<file path="src/rtl/sga_pkg.sv">
// sga_pkg: state encoding and distance width shared by the sonar scheduler files.
package sga_pkg;
  localparam int DIST_W = 9;
  typedef enum logic [3:0] {
    IDLE     = 4'd0,
    TRIG_ESQ = 4'd1,
    WAIT_ESQ = 4'd2,
    GAP      = 4'd3,
    TRIG_DIR = 4'd4,
    WAIT_DIR = 4'd5,
    DECIDE   = 4'd6,
    DONE     = 4'd7
  } state_t;
endpackage

</file>
<file path="src/rtl/sonar_timer.sv">
// sonar_timer: loadable saturating down-counter; done while the count is zero.
module sonar_timer #(
  parameter int W = 8
) (
  input  logic         clock,
  input  logic         reset,
  input  logic         load,
  input  logic [W-1:0] load_val,
  output logic         done
);
  logic [W-1:0] cnt_q, cnt_d;
  always_comb cnt_d = load ? load_val : (cnt_q == '0 ? cnt_q : cnt_q - 1'b1);
  always_ff @(posedge clock or negedge reset)
    if (!reset) cnt_q <= '0;
    else cnt_q <= cnt_d;
  assign done = cnt_q == '0;
endmodule

</file>
<file path="src/rtl/sonar_scheduler.sv">
// sonar_scheduler: sequences left/right sonar measurements and decides the hand side.
// Define SONAR_SCHED_FILTER_EN to require two consecutive agreeing rounds before esq/dir change.
module sonar_scheduler
  import sga_pkg::*;
#(
  parameter int GAP_CYCLES     = 3000000,
  parameter int TIMEOUT_CYCLES = 2500000,
  parameter int LIMIAR_CM      = 20
) (
  input  logic              clock,
  input  logic              reset,
  input  logic              medir,
  input  logic              fim_medida_esq,
  input  logic              fim_medida_dir,
  input  logic [DIST_W-1:0] medida_esq,
  input  logic [DIST_W-1:0] medida_dir,
  output logic              medir_esq,
  output logic              medir_dir,
  output logic              reset_interface,
  output logic              esq,
  output logic              dir,
  output logic              pronto,
  output logic [1:0]        erro_timeout,
  output logic [3:0]        db_estado
);
  localparam int MAXC = GAP_CYCLES > TIMEOUT_CYCLES ? GAP_CYCLES : TIMEOUT_CYCLES;
  localparam int CW = MAXC > 1 ? $clog2(MAXC) : 1;
  localparam logic [CW-1:0] GAP_LD = CW'(GAP_CYCLES - 1);
  localparam logic [CW-1:0] TMO_LD = CW'(TIMEOUT_CYCLES - 1);
  localparam logic [DIST_W-1:0] LIM = DIST_W'(LIMIAR_CM);
  state_t state_q, state_d;
  logic [DIST_W-1:0] dist_e_q, dist_e_d, dist_d_q, dist_d_d;
  logic val_e_q, val_e_d, val_d_q, val_d_d;
  logic esq_q, esq_d, dir_q, dir_d, rst_if_q, rst_if_d;
  logic [1:0] err_q, err_d, raw;
  logic near_e, near_d, tmr_load, tmr_done;
  logic [CW-1:0] tmr_val;
`ifdef SONAR_SCHED_FILTER_EN
  logic [1:0] prev_q, prev_d;
`endif
  sonar_timer #(.W(CW)) u_timer (
    .clock(clock), .reset(reset), .load(tmr_load), .load_val(tmr_val), .done(tmr_done)
  );
  assign near_e = val_e_q && dist_e_q < LIM;
  assign near_d = val_d_q && dist_d_q < LIM;
  // Both near: strictly closer side wins, a tie means no decision.
  assign raw = (near_e && near_d) ? {dist_e_q < dist_d_q, dist_d_q < dist_e_q} : {near_e, near_d};
  always_comb begin
    state_d  = state_q;
    dist_e_d = dist_e_q;
    dist_d_d = dist_d_q;
    val_e_d  = val_e_q;
    val_d_d  = val_d_q;
    esq_d    = esq_q;
    dir_d    = dir_q;
    err_d    = err_q;
    rst_if_d = 1'b0;
`ifdef SONAR_SCHED_FILTER_EN
    prev_d   = prev_q;
`endif
    case (state_q)
      IDLE:     if (medir) state_d = TRIG_ESQ;
      TRIG_ESQ: begin
        err_d   = 2'b00;
        state_d = WAIT_ESQ;
      end
      WAIT_ESQ: if (fim_medida_esq) begin
        dist_e_d = medida_esq;
        val_e_d  = 1'b1;
        state_d  = GAP;
      end else if (tmr_done) begin
        err_d[1] = 1'b1;
        rst_if_d = 1'b1;
        val_e_d  = 1'b0;
        state_d  = GAP;
      end
      GAP:      if (tmr_done) state_d = TRIG_DIR;
      TRIG_DIR: state_d = WAIT_DIR;
      WAIT_DIR: if (fim_medida_dir) begin
        dist_d_d = medida_dir;
        val_d_d  = 1'b1;
        state_d  = DECIDE;
      end else if (tmr_done) begin
        err_d[0] = 1'b1;
        rst_if_d = 1'b1;
        val_d_d  = 1'b0;
        state_d  = DECIDE;
      end
      DECIDE: begin
`ifdef SONAR_SCHED_FILTER_EN
        if (raw == prev_q) {esq_d, dir_d} = raw;
        prev_d = raw;
`else
        {esq_d, dir_d} = raw;
`endif
        state_d = DONE;
      end
      DONE:     state_d = IDLE;
      default:  state_d = IDLE;
    endcase
    tmr_load = state_d != state_q;
    tmr_val  = state_d == GAP ? GAP_LD : (state_d == WAIT_ESQ || state_d == WAIT_DIR) ? TMO_LD : '0;
  end
  always_ff @(posedge clock or negedge reset)
    if (!reset) begin
      state_q  <= IDLE;
      dist_e_q <= '0;
      dist_d_q <= '0;
      val_e_q  <= 1'b0;
      val_d_q  <= 1'b0;
      esq_q    <= 1'b0;
      dir_q    <= 1'b0;
      err_q    <= 2'b00;
      rst_if_q <= 1'b0;
`ifdef SONAR_SCHED_FILTER_EN
      prev_q   <= 2'b00;
`endif
    end else begin
      state_q  <= state_d;
      dist_e_q <= dist_e_d;
      dist_d_q <= dist_d_d;
      val_e_q  <= val_e_d;
      val_d_q  <= val_d_d;
      esq_q    <= esq_d;
      dir_q    <= dir_d;
      err_q    <= err_d;
      rst_if_q <= rst_if_d;
`ifdef SONAR_SCHED_FILTER_EN
      prev_q   <= prev_d;
`endif
    end
  assign medir_esq       = state_q == TRIG_ESQ;
  assign medir_dir       = state_q == TRIG_DIR;
  assign pronto          = state_q == DONE;
  assign reset_interface = rst_if_q;
  assign esq             = esq_q;
  assign dir             = dir_q;
  assign erro_timeout    = err_q;
  assign db_estado       = state_q;
endmodule

</file>
<file path="config.mk">
export PLATFORM = sky130hd
export DESIGN_NAME = sonar_scheduler
export DESIGN_NICKNAME = d
export VERILOG_FILES = /design/src/rtl/sga_pkg.sv /design/src/rtl/sonar_timer.sv /design/src/rtl/sonar_scheduler.sv
export SDC_FILE = /design/constraint.sdc
export NUM_CORES = 1
export LEC_CHECK = 0
export BUFFER_PORTS_ARGS = -buffer_cell sky130_fd_sc_hd__clkbuf_2
export CORE_MARGIN = 2
export CORE_UTILIZATION = 50
export DETAILED_ROUTE_END_ITERATION = 12
export HOLD_SLACK_MARGIN = 0.1
export PLACE_DENSITY = 0.7
export SETUP_SLACK_MARGIN = 0.05
export SLEW_MARGIN = 20
export SYNTH_ARGS = -nofsm -noshare
export SYNTH_HDL_FRONTEND = slang
export SYNTH_SLANG_ARGS = --single-unit
</file>
<file path="constraint.sdc">
create_clock -name clock -period 3.6 [get_ports clock]
set_clock_uncertainty 0.05 [all_clocks]
set_input_delay 0.36 -clock clock [delete_from_list [all_inputs] [get_ports clock]]
set_output_delay 0.36 -clock clock [all_outputs]
set_load 0.01 [all_outputs]
</file>
# [After elaboration in Yosys (flattened, before gate mapping)]
# Cells that the tools add are included.
[classes] order_cmp=4 add_sub_neg=1 n_eq_ne=16 mux=24 reduce_logical=16
[ops] cell="2-to-1 mux 22 bit" n=4
[ops] cell="one-hot mux 4 bit (7 select lines)" n=1
[ops] cell="2-to-1 mux 4 bit" n=6
[ops] cell="logical NOT 22 bit" n=1
[ops] cell="subtractor 22 x 1 -> 22 bit, second input constant" n=1
[ops] cell="equality test 4 x 3 -> 1 bit, second input constant" n=5
[ops] cell="less-than comparator 9 x 5 -> 1 bit, second input constant" n=2
[ops] cell="less-than comparator 9 bit" n=2
[ops] cell="equality test 4 x 2 -> 1 bit, second input constant" n=4
[ops] cell="2-to-1 mux 1 bit" n=9
[ops] cell="!= test 2 bit, second input constant" n=4
[ops] cell="AND reduction 2 bit" n=4
[ops] cell="nonzero test 2 bit" n=4
[ops] cell="one-hot mux 1 bit (2 select lines)" n=3
[ops] cell="AND reduction 3 bit" n=2
[ops] cell="equality test 4 x 1 -> 1 bit, second input constant" n=1
[ops] cell="logical NOT 4 bit" n=1
[ops] cell="!= test 4 bit" n=1
[ops] cell="logical AND 1 bit" n=3
[ops] cell="2-to-1 mux 2 bit" n=1
[ops] cell="!= test 2 x 1 -> 1 bit, second input constant" n=1
[ops] cell="logical OR 1 bit" n=1
[word_totals] in_bits=23 regBits=51 output_inout_bits=12 wordCells=72

# [Longest topological paths before layout]
# Gate-level depths: netlist (run 1).
[depth] word_depth=9 depth_mapped=9 mapped_depth_nobuf=8

# [Hierarchy]
# Synthesis (run 1) repeated with hierarchy kept, for this count alone.
[unflattened] cells_unflattened=299 hier_area_um2=2955.3
[modules_own_cells] module="sonar_scheduler" area_each_um2=1595.3 n_inst=1 seq_area_each_um2=725.7 cells_each=147
[modules_own_cells] module="sonar_timer" area_each_um2=1360.1 n_inst=1 seq_area_each_um2=550.5 cells_each=152

# [Worst setup path after synthesis (run 1)]
# No wires, ideal clock.
[synth_timing] path_type="register to register" from="register u_timer.cnt_q[0]" to="register u_timer.cnt_q[0]" path_slack_ps=1302 setup_time_ps=144 period_less_slack_ps=2298 n_path_buf=0 t_arrival_ps=2105 t_required_ps=3406 path_stages_with_launch=9 cell_sequence="dfrtp_1 -> inv_1 -> ha_1 -> nor4b_2 -> nand4b_1 -> or3_1 -> o21a_1 -> a21oi_2 -> o21ai_0"
[synth_between] elab_chain_len=9 word_cells_on_any_way=18 cone_classes="add/sub (1); eq/ne (5); mux (10); reduce/logical (2)"
[synth_lines] item="from (decl)" line="sonar_timer.sv:11" rtl="logic [W-1:0] cnt_q, cnt_d;"
[synth_lines] item="from (signal assigned)" line="sonar_timer.sv:15" rtl="else cnt_q <= cnt_d;"
[synth_lines] item="logical NOT 22 bit" line="sonar_timer.sv:12, sonar_timer.sv:16"
[synth_lines] item="2-to-1 mux 4 bit (on tied branches)" line="sonar_scheduler.sv:83, sonar_scheduler.sv:71"
[synth_lines] item="2-to-1 mux 4 bit (on tied branches)" line="sonar_scheduler.sv:79, sonar_scheduler.sv:67"
[synth_lines] item="one-hot mux 4 bit (7 select lines)" line="sonar_scheduler.sv:61" rtl="case (state_q)"
[synth_lines] item="equality test 4 x 2 -> 1 bit or equality test 4 x 3 -> 1 bit (tied branches)" line="sonar_scheduler.sv:102" rtl="tmr_val = state_d == GAP ? GAP_LD : (state_d == WAIT_ESQ || state_d == WAIT_DIR) ? TMO_LD : '0;"
[synth_lines] item="logical OR 1 bit" line="sonar_scheduler.sv:102"
[synth_lines] item="2-to-1 mux 22 bit (2 in a row)" line="sonar_scheduler.sv:102"
[synth_lines] item="2-to-1 mux 22 bit" line="sonar_timer.sv:12" rtl="always_comb cnt_d = load ? load_val : (cnt_q == '0 ? cnt_q : cnt_q - 1'b1);"
# Parallel ways exist; a longest one is shown, timed or not. The select of a mux whose other input is x is not followed.
# A chain may end at the register's enable or synchronous reset.

# [Final worst setup path (run 1)]
[layout_timing] from="register u_timer.cnt_q[0]" to="register u_timer.cnt_q[12]"
[layout_between] elab_chain_len=7 word_cells_on_any_way=14 cone_classes="add/sub (1); eq/ne (3); mux (9); reduce/logical (1)"
[layout_lines] item="logical NOT 22 bit" line="sonar_timer.sv:12, sonar_timer.sv:16"
[layout_lines] item="2-to-1 mux 4 bit (on tied branches)" line="sonar_scheduler.sv:83, sonar_scheduler.sv:71"
[layout_lines] item="2-to-1 mux 4 bit (on tied branches)" line="sonar_scheduler.sv:79, sonar_scheduler.sv:67"
[layout_lines] item="one-hot mux 4 bit (7 select lines)" line="sonar_scheduler.sv:61"
[layout_lines] item="equality test 4 x 2 -> 1 bit" line="sonar_scheduler.sv:102"
[layout_lines] item="2-to-1 mux 22 bit" line="sonar_scheduler.sv:102"
[layout_lines] item="2-to-1 mux 22 bit" line="sonar_timer.sv:12"
# Parallel ways exist; a longest one is shown, timed or not. The select of a mux whose other input is x is not followed.

==> flow_metrics.py, run 1 <==
metrics = {
    "run_status": {
        "outcome": "complete, no violations",
    },
    "yosys": {
        "synth-edff-count": 0,
        "post_synth_instance_area_um2": 2790,
        "synthFlopType": "sky130_fd_sc_hd__dfrtp_1",
        "synth_top_area_share_pct": 45.7,
        "post_synth_inst_count": 274,
        "synth-warning-count": 0,
        "unique_masters_post_synth": 53,
        "synth_async_sr_flop_share_pct": 100,
        "synth.avg_cell_area_um2": 10.2,
        "synth_top_area_cell": "sky130_fd_sc_hd__dfrtp_1",
        "postSynthNetCount": 307,
        "ys_seq_elements": 51,
        "synth_area_leaders": "sky130_fd_sc_hd__dfrtp_1 46%, sky130_fd_sc_hd__mux2_2 7.3%, sky130_fd_sc_hd__ha_1 4.5%",
        "synth_seq_area_share_pct": 45.7,
    },
    "sta": {
        "timing_worst_slew_pin_value_ns": 0.837,
        "max_freq_mhz": 349,
        "final_min_period_over_clock_period_pct": 79.5,
        "hold_viol": 0,
        "grt_setup_unrepaired": "false",
        "timing.setup.tns_ns": 0,
        "number_of_pins_exceeding_their_max_slew_limit_in_the_final_report": 0,
        "finalCriticalPeriod_ns": 2.86,
        "finalSetupViolations": 0,
        "slew-limit-headroom_pct": 43.8,
    },
    "clock_network": {
        "cts-hold-fix-buffers": 0,
        "clock_sinks": 51,
        "h_tree_level_count": 2,
        "cts.path.max_buffers": 2,
        "tritoncts_clock_tree": "yes",
        "clock-root-buffer": "sky130_fd_sc_hd__clkbuf_8",
        "post_cts.repair.setup_buffers": 0,
        "cts_inserted_buffers": 5,
        "clkTransAtPathRegs_ns": 0.09,
        "clk_latency_ns": 0.30,
        "cts_resized": 0,
    },
    "setup_path": {
        "crit_arrival_ns": 2.98,
        "crit_path_class": "reg -> reg",
        "path_max_fanout": 8,
        "timing.critical_path.to_type": "register",
        "timing.critical_path.from_type": "register",
        "data_required_time_of_the_worst_path_ns": 3.72,
    },
    "route": {
        "wire_per_inst_um": 14.8,
        "postRouteWirelength_mm": 5.62,
        "drt-initial-drc-count": 161,
        "route.detailed.vias_per_inst": 5.64,
        "drtPass1Iterations": 4,
        "detail-route-antenna-nets": 0,
        "drcViolationCount": 0,
        "dr_total_vias": 2143,
    },
    "power_and_ir_drop": {
        "peakVddDrop_mv": 0.277,
        "internal-power_mw": 1.16,
        "switching_share_pct": 33.8,
        "power.density_cell_area_nw_per_um2": 560,
        "comb_power_share_pct": 31.4,
        "leakage_nw": 1.48,
        "power_share_of_the_clock_group_pct": 23.3,
        "switching_power_summed_over_all_nets_mw": 0.592,
        "part_of_the_total_power_dissipated_in_sequential_elements_pct": 45.3,
    },
    "die": {
        "floorplan.initialDensity_pct": 51.3,
        "boundaryPins": 35,
        "placeable_core_region_um2": 5440,
        "chipWidth_um": 78.7,
        "design.die.area_um2": 6200,
        "die_y_um": 78.7,
        "row_count": 27,
    },
    "grt": {
        "global_route.overflow_total": 0,
        "groute.usage.overall_pct": 19.5,
        "grt_pass1_wl_mm": 9.52,
        "initial_antenna_violation_count": 0,
        "grt_pass1_vias": 2000,
        "grt_max_degree": 35,
    },
    "finish": {
        "layout-area-overhead-vs-synth_pct": 12.1,
        "final_cell_count_no_fill": 380,
        "antenna-diode-count": 0,
        "drive_above_1_share_pct": 23.1,
        "num-nets-final": 340,
    },
    "flow_run": {
        "drv_cap": 0,
    },
    "placement": {
        "dpl_wire_length_mm": 4.35,
        "place_congestion": 0.868,
        "placement.io_buffers": 34,
        "placed_cells_incl_taps": 372,
    },
    "hold_path": {
        "timing.hold.worst.class": "in -> async",
    },
}
-- power by group through the flow --
stage | logic, mW | registers, mW | clock network [mW]
after floorplan | 0.452 | 0.766 | 0
after global placement | 0.544 | 0.802 | 0
after detailed placement | 0.554 | 0.805 | 0
after CTS | 0.556 | 0.793 | 0.421
after global routing | 0.618 | 0.812 | 0.442
final | 0.551 | 0.793 | 0.408
-- per-layer routing --
metal / GRT usage, % / up-vias / routed length (um)
met5: 0 / - / 0
met3: 3.41 / 5 / 196
li1: - / 1052 / -
met4: 6.14 / 0 / 65
met1: 26.9 / 1039 / 2590
met2: 31.5 / 47 / 2770
-- registers in the layout (all words and copies together) (netlist names) --
register,flops
u_timer.cnt_q,22
dist_d_q,9
dist_e_q,9
db_estado,4
erro_timeout,2
dir,1
esq,1
reset_interface,1
val_d_q,1
val_e_q,1
-- layout make-up --
cell class / count / area (um2)
well taps: 72 / 90.1
repair buffers: 36 / 185
multi-input cells: 198 / 1410
clock inverters: 2 / 35.0
clock buffers: 6 / 82.6
fillers: 482 / 2310
inverters: 15 / 56.3
flip-flops and latches: 51 / 1280
-- kinds of logic (layout without fill, tap and decap cells) --
family / after synthesis / in the layout / synth area share [%]
buffers and inverters: 25 / 59 / 3.94
multiplexers: 21 / 21 / 8.33
AO/OA/AOI/OAI: 58 / 58 / 13.1
XOR/XNOR: 17 / 17 / 5.33
AND/OR/NAND/NOR: 91 / 91 / 19.0
flip-flops: 51 / 51 / 45.7
other: 1 / 1 / 0.134
adder cells (fa/ha/maj): 10 / 10 / 4.48
-- critical path, cell delays in order, from the launching register on --
cell and delay, ns:
sky130_fd_sc_hd__dfrtp_1 0.41, sky130_fd_sc_hd__inv_1 0.10, sky130_fd_sc_hd__ha_1 0.20, sky130_fd_sc_hd__nor4b_2 0.36, sky130_fd_sc_hd__nand4b_1 0.29, sky130_fd_sc_hd__nor3_1 0.77, sky130_fd_sc_hd__buf_4 0.29, sky130_fd_sc_hd__nor4_1 0.07
sky130_fd_sc_hd__xnor2_1 0.14, sky130_fd_sc_hd__nor2_1 0.06
-- cell usage after synthesis, types with 2 or more instances --
cell                        n
sky130_fd_sc_hd__a211o_1    2
sky130_fd_sc_hd__a211oi_1   6
sky130_fd_sc_hd__a21oi_1   15
sky130_fd_sc_hd__a21oi_2    2
sky130_fd_sc_hd__and3_1     2
sky130_fd_sc_hd__buf_2      6
sky130_fd_sc_hd__clkbuf_1   2
sky130_fd_sc_hd__dfrtp_1   51
sky130_fd_sc_hd__ha_1      10
sky130_fd_sc_hd__inv_1     15
sky130_fd_sc_hd__mux2_2    18
sky130_fd_sc_hd__mux2i_1    3
sky130_fd_sc_hd__nand2_1   12
sky130_fd_sc_hd__nand2b_1   2
sky130_fd_sc_hd__nand3_1    2
sky130_fd_sc_hd__nand4_1    4
sky130_fd_sc_hd__nor2_1    24
sky130_fd_sc_hd__nor2b_1    3
sky130_fd_sc_hd__nor3_1    10
sky130_fd_sc_hd__nor3b_1    4
sky130_fd_sc_hd__nor4_1    11
sky130_fd_sc_hd__o21a_1     4
sky130_fd_sc_hd__o21ai_0   18
sky130_fd_sc_hd__o31ai_1    2
sky130_fd_sc_hd__or3_1      3
sky130_fd_sc_hd__xnor2_1   13
sky130_fd_sc_hd__xor2_1     4
-- layout by cell type (no fill, tap or decap), types with 3 or more instances in the layout --
cell type	netlist	routed
sky130_fd_sc_hd__a211oi_1	6	6
sky130_fd_sc_hd__a21oi_1	15	15
sky130_fd_sc_hd__clkbuf_2	1	34
sky130_fd_sc_hd__clkbuf_8	0	6
sky130_fd_sc_hd__dfrtp_1	51	51
sky130_fd_sc_hd__ha_1	10	10
sky130_fd_sc_hd__inv_1	15	15
sky130_fd_sc_hd__mux2_2	18	18
sky130_fd_sc_hd__mux2i_1	3	3
sky130_fd_sc_hd__nand2_1	12	12
sky130_fd_sc_hd__nand4_1	4	4
sky130_fd_sc_hd__nor2_1	24	24
sky130_fd_sc_hd__nor2b_1	3	3
sky130_fd_sc_hd__nor3_1	10	10
sky130_fd_sc_hd__nor3b_1	4	4
sky130_fd_sc_hd__nor4_1	11	11
sky130_fd_sc_hd__o21a_1	4	4
sky130_fd_sc_hd__o21ai_0	18	18
sky130_fd_sc_hd__or3_1	3	3
sky130_fd_sc_hd__xnor2_1	13	13
sky130_fd_sc_hd__xor2_1	4	4
-- metrics by stage --
| stage | total power [mW] | hold WS (ns) | util (%) | instance area, um2 | setup slack [ns] |
|---|---|---|---|---|---|
| 3_3_place_gp | 1.35 | 0.434 | 55.4 | 3010 | 0.876 |
| 6_report | 1.75 | 0.0884 | 57.6 | 3130 | 0.736 |
| 2_1_floorplan | 1.22 | 0.0144 | - | 2790 | 1.30 |
| 3_5_place_dp | 1.36 | 0.443 | 55.4 | 3010 | 0.800 |
| 4_1_cts | 1.77 | 0.114 | 57.6 | 3130 | 0.776 |
| 5_1_grt | 1.87 | 0.150 | 57.6 | 3130 | 0.397 |
-- final timing paths --
kind                                   from                end  slack (ns)  cells after the start
max                        u_timer.cnt_q[0]  u_timer.cnt_q[12]        0.74                      9
min                                   reset       db_estado[2]        0.09                      1
max reg2reg                u_timer.cnt_q[0]  u_timer.cnt_q[12]        0.74                      9
min reg2reg                 erro_timeout[0]    erro_timeout[0]        0.46                      2
max in group asynchronous             reset   u_timer.cnt_q[8]        2.67                      2
min in group clock            medida_dir[3]        dist_d_q[3]        0.24                      2
No activity file was read; power rests on OpenSTA's default activity.
==> run 2: changes to the inputs <==
--- a/config.mk
+++ b/config.mk
@@ -5,12 +5,13 @@
 export SDC_FILE = /design/constraint.sdc
 export NUM_CORES = 1
 export LEC_CHECK = 0
+export ABC_AREA = 1
 export BUFFER_PORTS_ARGS = -buffer_cell sky130_fd_sc_hd__clkbuf_2
 export CORE_MARGIN = 2
 export CORE_UTILIZATION = 50
 export DETAILED_ROUTE_END_ITERATION = 12
 export HOLD_SLACK_MARGIN = 0.1
-export PLACE_DENSITY = 0.7
+export PLACE_DENSITY = 0.73
 export SETUP_SLACK_MARGIN = 0.05
 export SLEW_MARGIN = 20
 export SYNTH_ARGS = -nofsm -noshare
==> constraint.sdc (replaced) <==
create_clock -name clock -period 2.5 [get_ports clock]
set_clock_uncertainty 0.05 [all_clocks]
set_input_delay 0.25 -clock clock [delete_from_list [all_inputs] [get_ports clock]]
set_output_delay 0.25 -clock clock [all_outputs]
set_load 0.01 [all_outputs]
==> flow_metrics.py, run 2 <==
metrics = {
    "hold_path": {
        "min_to": "dist_d_q[3]",
        "timing.hold.worst.class": "in -> reg",
        "worstHoldStart": "medida_dir[3]",
        "holdPathStages": 3,
    },
    "yosys": {
        "synth.cells.most_frequent": "95 x sky130_fd_sc_hd__nand2_1, 51 x sky130_fd_sc_hd__dfrtp_1, 48 x sky130_fd_sc_hd__inv_1, 28 x sky130_fd_sc_hd__nor2_1, 23 x sky130_fd_sc_hd__o21ai_0",
        "synth_seq_area_share_pct": 44.0,
        "post_synth_fa_ha_maj_area_fraction_pct": 4.32,
        "synth-compound-area-share_pct": 8.51,
        "largest_family_of_logic_cells_by_synthesized_area": "simple AND/OR/NAND/NOR gates",
        "synth.avg_cell_area_um2": 7.94,
        "yosys.area_share.xor_xnor_pct": 5.74,
        "post_synth_instance_area_um2": 2900,
        "synthFlopType": "sky130_fd_sc_hd__dfrtp_1",
        "synth_async_sr_flop_share_pct": 100,
        "synth_top_area_share_pct": 44.0,
        "ys_seq_elements": 51,
        "synth_top_area_cell": "sky130_fd_sc_hd__dfrtp_1",
        "synth-warning-count": 0,
        "synthMostInstantiatedCell": "sky130_fd_sc_hd__nand2_1",
        "post_synth_inst_count": 365,
        "synthMuxAreaShare_pct": 0,
        "synth_area_leaders": "sky130_fd_sc_hd__dfrtp_1 44%, sky130_fd_sc_hd__nand2_1 12%, sky130_fd_sc_hd__inv_1 6.2%",
        "unique_masters_post_synth": 34,
        "synth-edff-count": 0,
        "synth-simple-area-share_pct": 29.0,
        "postSynthNetCount": 398,
    },
    "placement": {
        "place_congestion": 0.861,
        "placement.io_buffers": 34,
        "dpl_wire_length_mm": 4.65,
        "placed_cells_incl_taps": 468,
    },
    "finish": {
        "layout_common_cells": "95 x sky130_fd_sc_hd__nand2_1, 51 x sky130_fd_sc_hd__dfrtp_1, 48 x sky130_fd_sc_hd__inv_1",
        "largest_reg_flops": 22,
        "drive_above_1_share_pct": 17.2,
        "largestRegisters": "u_timer.cnt_q x22, dist_d_q x9, dist_e_q x9",
        "regMostFlops": "u_timer.cnt_q",
        "layout-area-overhead-vs-synth_pct": 15.5,
        "final_core_area_utilization_pct": 60.4,
        "mostFrequentLayoutCell": "sky130_fd_sc_hd__nand2_1",
        "num-nets-final": 444,
        "antenna-diode-count": 0,
        "final_cell_count_no_fill": 484,
    },
    "clock_network": {
        "cts.path.max_buffers": 2,
        "h_tree_level_count": 2,
        "clock-root-buffer": "sky130_fd_sc_hd__clkbuf_8",
        "clk_latency_ns": 0.30,
        "cts_inserted_buffers": 5,
        "clock_sinks": 51,
        "tritoncts_clock_tree": "yes",
        "clkTransAtPathRegs_ns": 0.09,
    },
    "setup_path": {
        "timing.critical_path.from_type": "register",
        "crit_path_class": "reg -> reg",
        "worst-r2r-setup-slack_ns": 0.33,
        "path_max_fanout": 10,
        "data_required_time_of_the_worst_path_ns": 2.66,
        "worst_r2r_startpoint": "db_estado[0]",
        "timing.critical_path.to_type": "register",
        "ff2ff_path_depth": 11,
        "worst_r2r_endpoint": "u_timer.cnt_q[18]",
        "crit_arrival_ns": 2.34,
    },
    "die": {
        "boundaryPins": 35,
        "placeable_core_region_um2": 5540,
        "chipWidth_um": 80.1,
        "die_y_um": 80.1,
        "design.die.area_um2": 6420,
        "row_count": 27,
        "floorplan.initialDensity_pct": 52.3,
    },
    "sta": {
        "slew-limit-headroom_pct": 53.3,
        "max_freq_mhz": 460,
        "timing.setup.tns_ns": 0,
        "final_min_period_over_clock_period_pct": 86.9,
        "finalCriticalPeriod_ns": 2.17,
        "grt_setup_unrepaired": "false",
        "finalSetupViolations": 0,
        "hold_viol": 0,
        "timing_worst_slew_pin_value_ns": 0.700,
        "number_of_pins_exceeding_their_max_slew_limit_in_the_final_report": 0,
    },
    "grt": {
        "grt_max_degree": 29,
        "global_route.overflow_total": 0,
        "initial_antenna_violation_count": 0,
        "groute.usage.overall_pct": 20.7,
        "grt_pass1_vias": 2329,
        "grt_pass1_wl_mm": 10.4,
    },
    "route": {
        "drcViolationCount": 0,
        "wire_per_inst_um": 12.5,
        "drtPass1Iterations": 4,
        "dr_total_vias": 2409,
        "route.detailed.vias_per_inst": 4.98,
        "drt-initial-drc-count": 120,
        "postRouteWirelength_mm": 6.05,
        "detail-route-antenna-nets": 0,
    },
    "power_and_ir_drop": {
        "power_share_of_the_clock_group_pct": 19.0,
        "switching_share_pct": 41.2,
        "part_of_the_total_power_dissipated_in_sequential_elements_pct": 35.2,
        "power.density_cell_area_nw_per_um2": 1050,
        "internal-power_mw": 2.06,
        "switching_power_summed_over_all_nets_mw": 1.44,
        "leakage_nw": 1.84,
        "comb_power_share_pct": 45.7,
        "peakVddDrop_mv": 0.487,
    },
    "run_status": {
        "outcome": "complete, no violations",
    },
    "flow_run": {
        "drv_cap": 0,
    },
}
[run 2: timing repair]
| item | in CTS | in global routing |
|---|---|---|
| endpoints found under the hold margin | 31 | 0 |
| gates resized for setup | 0 | 0 |
| buffers inserted | 0 | 2 |
| setup endpoints to repair | 0 | 8 |
| hold buffers | 6 | 0 |
[run 2: worst max-delay path, cell delays in order, from the launching register on]
cell and delay, ns:
sky130_fd_sc_hd__dfrtp_1 0.58, sky130_fd_sc_hd__inv_1 0.13, sky130_fd_sc_hd__nor3_1 0.37, sky130_fd_sc_hd__inv_1 0.07, sky130_fd_sc_hd__nand2_1 0.10, sky130_fd_sc_hd__nand2_2 0.06, sky130_fd_sc_hd__nand2_2 0.08, sky130_fd_sc_hd__o21ai_2 0.10
sky130_fd_sc_hd__nand2_4 0.16, sky130_fd_sc_hd__nor2_4 0.07, sky130_fd_sc_hd__buf_4 0.17, sky130_fd_sc_hd__a21oi_1 0.13
[run 2: cells by family after synthesis]
group                    count (synthesis)
adder cells (fa/ha/maj)                 10
flip-flops                              51
AO/OA/AOI/OAI                           45
other                                    1
buffers and inverters                   58
XOR/XNOR                                19
AND/OR/NAND/NOR                        181
[run 2: through the flow]
stage | power (mW) | setup slack, ns | hold WS, ns | cell area (um2)
4_1_cts | 3.52 | 0.214 | 0.105 | 3330
5_1_grt | 3.79 | 0.112 | 0.117 | 3350
2_1_floorplan | 2.49 | 0.627 | -0.0956 | 2900
3_3_place_gp | 2.79 | 0.304 | 0.279 | 3140
3_5_place_dp | 2.83 | 0.237 | 0.289 | 3140
6_report | 3.50 | 0.327 | 0.114 | 3350
[run 2: per-layer routing]
layer  vias up  share of wire (%)  global-route usage, %
met3         5                4.7                   4.27
met5         -                  0                      0
met2        57                 45                   33.3
li1       1245                  -                      -
met4         0               0.78                   5.59
met1      1102                 49                   28.6
[run 2: final cells by class]
class,instances,area [um2]
clock buffer,6,72.6
clock inverter,2,60.1
inverter,52,198
tap,72,90.1
fill,499,2190
multi-input combinational,256,1380
timing repair buffer,45,268
sequential,51,1280
[run 2: worst max path at each step]
stage	from	end	slack, ns	depth (start not counted)
finish	db_estado[0]	u_timer.cnt_q[18]	0.33	11
global route	u_timer.cnt_q[0]	u_timer.cnt_q[0]	0.11	13
CTS	u_timer.cnt_q[0]	u_timer.cnt_q[9]	0.21	14
detailed placement	u_timer.cnt_q[0]	u_timer.cnt_q[0]	0.24	14
global placement	u_timer.cnt_q[0]	u_timer.cnt_q[1]	0.30	14
floorplan	u_timer.cnt_q[0]	u_timer.cnt_q[21]	0.63	14
[run 2: power groups by stage]
stage	Clock [mW]	Sequential, mW	Combinational (mW)
after detailed placement	0	1.24	1.59
after global placement	0	1.24	1.54
after floorplan	0	1.20	1.29
after global routing	0.701	1.26	1.83
after CTS	0.684	1.23	1.60
final	0.666	1.23	1.60
